## config.mk

```make
export PLATFORM = sky130hd
export DESIGN_NAME = acc_cpu_mc
export DESIGN_NICKNAME = d
export VERILOG_FILES = /design/src/rtl/small_cpu_pkg.sv /design/src/rtl/acc_alu.sv /design/src/rtl/acc_cpu_mc.sv
export SDC_FILE = /design/constraint.sdc
export NUM_CORES = 1
export LEC_CHECK = 0
export CORE_MARGIN = 5
export CORE_UTILIZATION = 63
export CTS_CLUSTER_DIAMETER = 60
export DETAILED_ROUTE_END_ITERATION = 8
export PLACE_DENSITY_LB_ADDON = 0.05
export SYNTH_ARGS = -nofsm -noshare
export SYNTH_HDL_FRONTEND = slang
export SYNTH_SLANG_ARGS = --single-unit
export TNS_END_PERCENT = 100
```

## constraint.sdc

```tcl
create_clock -name clk -period 10.08 [get_ports clk]
set_clock_uncertainty 0.05 [all_clocks]
set_input_delay 2.52 -clock clk [delete_from_list [all_inputs] [get_ports clk]]
set_output_delay 2.52 -clock clk [all_outputs]
set_load 0.05 [all_outputs]
```

## src/rtl/small_cpu_pkg.sv

```systemverilog
// Shared opcode and FSM state encodings for the multi-cycle accumulator core.
package small_cpu_pkg;

    localparam logic [3:0] OP_ADD   = 4'd0;
    localparam logic [3:0] OP_XOR   = 4'd1;
    localparam logic [3:0] OP_OR    = 4'd2;
    localparam logic [3:0] OP_AND   = 4'd3;
    localparam logic [3:0] OP_SEQ   = 4'd4;
    localparam logic [3:0] OP_SLT   = 4'd5;
    localparam logic [3:0] OP_SL    = 4'd6;
    localparam logic [3:0] OP_SR    = 4'd7;
    localparam logic [3:0] OP_IMM   = 4'd8;
    localparam logic [3:0] OP_JAL   = 4'd9;
    localparam logic [3:0] OP_STORE = 4'd10;
    localparam logic [3:0] OP_MOVE  = 4'd11;
    localparam logic [3:0] OP_BNZ   = 4'd12;
    localparam logic [3:0] OP_LOAD  = 4'd13;
    localparam logic [3:0] OP_NOP   = 4'd14;
    localparam logic [3:0] OP_HALT  = 4'd15;

    localparam logic [1:0] ST_FETCH = 2'd0;
    localparam logic [1:0] ST_EXEC  = 2'd1;
    localparam logic [1:0] ST_MEM   = 2'd2;
    localparam logic [1:0] ST_HALT  = 2'd3;

endpackage

```

## src/rtl/acc_alu.sv

```systemverilog
// Combinational ALU for accumulator ops 0-7 (R0 op memory operand).
module acc_alu
    import small_cpu_pkg::*;
#(
    parameter int N = 16
) (
    input  logic [N-1:0] a,
    input  logic [N-1:0] b,
    input  logic [3:0]   op,
    output logic [N-1:0] y
);

    localparam int SW = $clog2(N);

    logic [SW-1:0] w_sh;

    assign w_sh = b[SW-1:0];

    always_comb begin
        y = '0;
        case (op)
            OP_ADD: y = a + b;
            OP_XOR: y = a ^ b;
            OP_OR:  y = a | b;
            OP_AND: y = a & b;
            OP_SEQ: y = {{(N-1){1'b0}}, (a == b)};
            OP_SLT: y = {{(N-1){1'b0}}, (a < b)};
            OP_SL:  y = a << w_sh;
            OP_SR:  y = a >> w_sh;
            default: y = '0;
        endcase
    end

endmodule

```

## src/rtl/acc_cpu_mc.sv

```systemverilog
// Multi-cycle accumulator CPU: FETCH/EXEC/MEM/HALT with ready handshakes
// on separate instruction and data ports.
module acc_cpu_mc
    import small_cpu_pkg::*;
#(
    parameter int          N        = 16,
    parameter int          NREGS    = 4,
    parameter logic [N-1:0] RESET_PC = '0
) (
    input  logic         clk,
    input  logic         rst,
    output logic         imem_req,
    output logic [N-1:0] imem_addr,
    input  logic [N-1:0] imem_rdata,
    input  logic         imem_ready,
    output logic         dmem_req,
    output logic         dmem_we,
    output logic [N-1:0] dmem_addr,
    output logic [N-1:0] dmem_wdata,
    input  logic [N-1:0] dmem_rdata,
    input  logic         dmem_ready,
    output logic         halted,
    output logic [N-1:0] pc
);

    localparam int RW = $clog2(NREGS);

    logic [1:0]   r_state;
    logic [N-1:0] r_pc;
    logic [N-1:0] r_ir;
    logic [N-1:0] r_regs [NREGS];

    logic [3:0]    w_op;
    logic [N-5:0]  w_imm;
    logic [N-1:0]  w_imm_z;
    logic [N-1:0]  w_ea;
    logic [N-1:0]  w_pc_inc;
    logic [N-1:0]  w_alu;
    logic [RW-1:0] w_dst;
    logic [RW-1:0] w_src;

    assign w_op     = r_ir[N-1:N-4];
    assign w_imm    = r_ir[N-5:0];
    assign w_imm_z  = {4'b0000, w_imm};
    assign w_ea     = w_imm_z + r_regs[1];
    assign w_pc_inc = r_pc + N'(1);
    assign w_dst    = w_imm[2*RW-1:RW];
    assign w_src    = w_imm[RW-1:0];

    // Requests are dropped in the same cycle reset is raised.
    assign imem_req   = !rst && (r_state == ST_FETCH);
    assign dmem_req   = !rst && (r_state == ST_MEM);
    assign dmem_we    = dmem_req && (w_op == OP_STORE);
    assign halted     = !rst && (r_state == ST_HALT);
    assign imem_addr  = r_pc;
    assign dmem_addr  = w_ea;
    assign dmem_wdata = r_regs[0];
    assign pc         = r_pc;

    acc_alu #(.N(N)) u_alu (
        .a  (r_regs[0]),
        .b  (dmem_rdata),
        .op (w_op),
        .y  (w_alu)
    );

    always_ff @(posedge clk) begin
        if (rst) begin
            r_state <= ST_FETCH;
            r_pc    <= RESET_PC;
            r_ir    <= '0;
            for (int i = 0; i < NREGS; i++) begin
                r_regs[i] <= '0;
            end
        end else begin
            case (r_state)
                ST_FETCH: begin
                    if (imem_ready) begin
                        r_ir    <= imem_rdata;
                        r_state <= ST_EXEC;
                    end
                end
                ST_EXEC: begin
                    r_state <= ST_FETCH;
                    case (w_op)
                        OP_IMM: begin
                            r_regs[0] <= w_imm_z;
                            r_pc      <= w_pc_inc;
                        end
                        OP_JAL: begin
                            r_regs[0] <= w_pc_inc;
                            r_pc      <= w_ea;
                        end
                        OP_BNZ: begin
                            r_pc <= (r_regs[0] != '0) ? w_ea : w_pc_inc;
                        end
                        OP_MOVE: begin
                            r_regs[w_dst] <= r_regs[w_src];
                            r_pc          <= w_pc_inc;
                        end
                        OP_NOP:  r_pc    <= w_pc_inc;
                        OP_HALT: r_state <= ST_HALT;
                        default: r_state <= ST_MEM;
                    endcase
                end
                ST_MEM: begin
                    if (dmem_ready) begin
                        if (w_op == OP_LOAD) begin
                            r_regs[0] <= dmem_rdata;
                        end else if (w_op != OP_STORE) begin
                            r_regs[0] <= w_alu;
                        end
                        r_pc    <= w_pc_inc;
                        r_state <= ST_FETCH;
                    end
                end
                default: r_state <= ST_HALT;
            endcase
        end
    end

endmodule
```

==> impl_metrics.toml <==
[global_route]
grt_start_max_net_pins = 43
antenna_found_initial = 0
overflow = 0
grtUsageTotal_pct = 39.01
grt_pass1_wl_mm = 54.47
grt_pass1_vias = 9159

[clock_network]
postCtsHoldBufs = 0
path_clk_slew_ps = 80
clock_path_buffers = 2
cts_made_buffers = 9
h-tree-depth = 3
clockRootBuffer = "clkbuf_16"
clk_latency_ps = 360
post-cts-setup-buffer-count = 0
cts_tree = "built"
post_cts_resized = 0
cts.sinks = 100

[min_path]
hold_class = "flip-flop to flip-flop"

[synthesis]
yosysTopAreaCell = "edfxtp_1"
syn_area_per_cell_um2 = 8.764
yosysSeqAreaShare_pct = 27.14
synth.distinct_cells = 89
syn-instance-count = 1111
syn_nets = 1216
synth_edf_count = 64
ys_seq_elements = 100
synth_area_leaders = "edfxtp_1, ha_1, mux4_2, dfxtp_1, a21oi_1"
async_flop_share_pct = 0
yosys.area.top_type_share_pct = 19.74
synth_top_flop_cell = "edfxtp_1"
syn_area_um2 = 9737
yosysWarnings = 0

[floorplan]
dieArea_um2 = 18040
dieWidth_um = 134.3
start_util_pct = 64.05
rows = 45
core_area_um2 = 15200
fp.dieH_um = 134.3
io-pin-count = 104

[setup_path]
crit_arrival_ps = 4200
path_class = "input pin to primary output"
end_kind = "primary output"
required_ps = 7510
crit_fanout = 38
r2r_slack_ps = 6270
start_kind = "input pin"

[routing]
initialDrtViolationCount = 1403
routed_via_density = 7.189
wl_mm = 35.43
drc = 0
drtAntennaViolNets = 0
wl_per_cell_um = 26.20
first_pass_iters = 8
via_count = 9720

[place]
portBuffers = 103
gp_congestion = 1.038
dpl.hpwl_mm = 26.41
pre_cts_slack_ps = 3316

[sta]
hold_viol = 0
slew_headroom_pct = 24.38
finalSetupViolations = 0
fin_tns_setup_ps = 0
worstMarginPinSlew_ps = 1131
finalWorstSetupSlack_ps = 3308
hold_ws_ps = 447.1
fin_crit_ps = 6772
fmax_mhz = 147.7
report.final.slew_viol_count = 0
rsz0062_at_grt = "no"
fin_crit_sh_pct = 67.18

[cells_and_area]
final_nets = 1264
area_growth_pct = 13.21
final_layout_size_suffix_gt1_share_pct = 9.794
n_antenna_cell = 0
final_util_pct = 72.51
nFillCells = 1179

[pwr]
power.density_nw_per_um2 = 194.0
p_leak_nw = 4.086
finalPower_mw = 2.139
vdd_drop_max_uv = 226.3

[job]
maxCapViolCount = 0

[status]
outcome = "complete, no violations"
[registers in the layout (all words and copies together), names as in the netlist, named ones only]
signal / flops
r_ir: 16
r_state: 2
imem_addr: 16
r_regs: 64
[Yosys cell counts, drive strengths merged (13+ instances only)]
cell / n
nor2b: 24
dfxtp: 36
buf: 52
nor2: 89
a211oi: 15
nor3: 21
o211ai: 14
mux2i: 28
xnor2: 14
clkbuf: 36
nand3: 27
mux4: 37
edfxtp: 64
a21oi: 89
o21ai: 49
nor4: 17
inv: 59
mux2: 16
a21o: 14
o21a: 13
nand2: 117
a22oi: 20
ha: 67
[through the flow]
stage	cells	cell area (µm²)
2_1_floorplan	1111	9737
5_1_grt	1352	11020
3_3_place_gp	1336	10710
6_report	1352	11020
3_5_place_dp	1336	10710
4_1_cts	1352	11020
[critical path, stage by stage]
cell             delay, ps
clkdlybuf4s50_1        470
buf_4                  390
nor2b_1                100
clkdlybuf4s50_1        720
[area by class of cell]
type                       count  area, µm²  area share, %
clock buffer                   9      225.2          2.043
sequential                   100       2643          23.97
multi-input combinational    864       6421          58.25
clock inverter                 7      86.33         0.7832
tap                          188      235.2          2.134
inverter                      59      221.5          2.009
timing repair buffer         125       1191          10.81
[where the power goes]
part | leakage (nW) | total, mW | switching, mW | internal [mW]
Clock | 0.151 | 0.368 | 0.188 | 0.180
Combinational | 2.98 | 1.18 | 0.771 | 0.408
Sequential | 0.956 | 0.591 | 0.0986 | 0.493
[layout by cell type, fill, tap and decap left out, types with 36 or more instances in the layout]
cell             synthesis  final
nor2_1                  88     88
nand2_1                117    117
edfxtp_1                64     64
o21ai_0                 36     36
a21oi_1                 89     89
clkdlybuf4s50_1          0    102
mux4_2                  37     37
inv_1                   57     57
ha_1                    67     67
dfxtp_1                 36     36
[per-layer routing]
metal  wire length [µm]  GRT usage, %  vias to the layer above
met5                  0             0                        -
met4               2463         20.81                        0
met3               4251         8.477                      181
met2              15430         59.33                      760
met1              13280         52.21                     4535
li1                   -             -                     4244
[final timing paths]
path | endpoint | depth (start not counted) | start
hold / removal | r_ir[4] | 2 | r_ir[4]
hold reg to reg | r_ir[4] | 2 | r_ir[4]
setup / recovery | imem_req | 4 | rst
setup reg to reg | r_regs[1][11] | 6 | r_ir[12]
[cell families (layout without fill, tap and decap cells)]
kind of cell	count (synthesis)	count (layout)	share of synthesized area (%)
flops	100	100	27.14
xor+xnor	23	23	2.069
fa+ha+maj	69	69	9.021
buf+inv	147	200	6.913
compound gates	309	309	21.55
mux	81	81	13.29
simple gates	382	382	20.02
No activity file was read; power rests on OpenSTA's default activity.
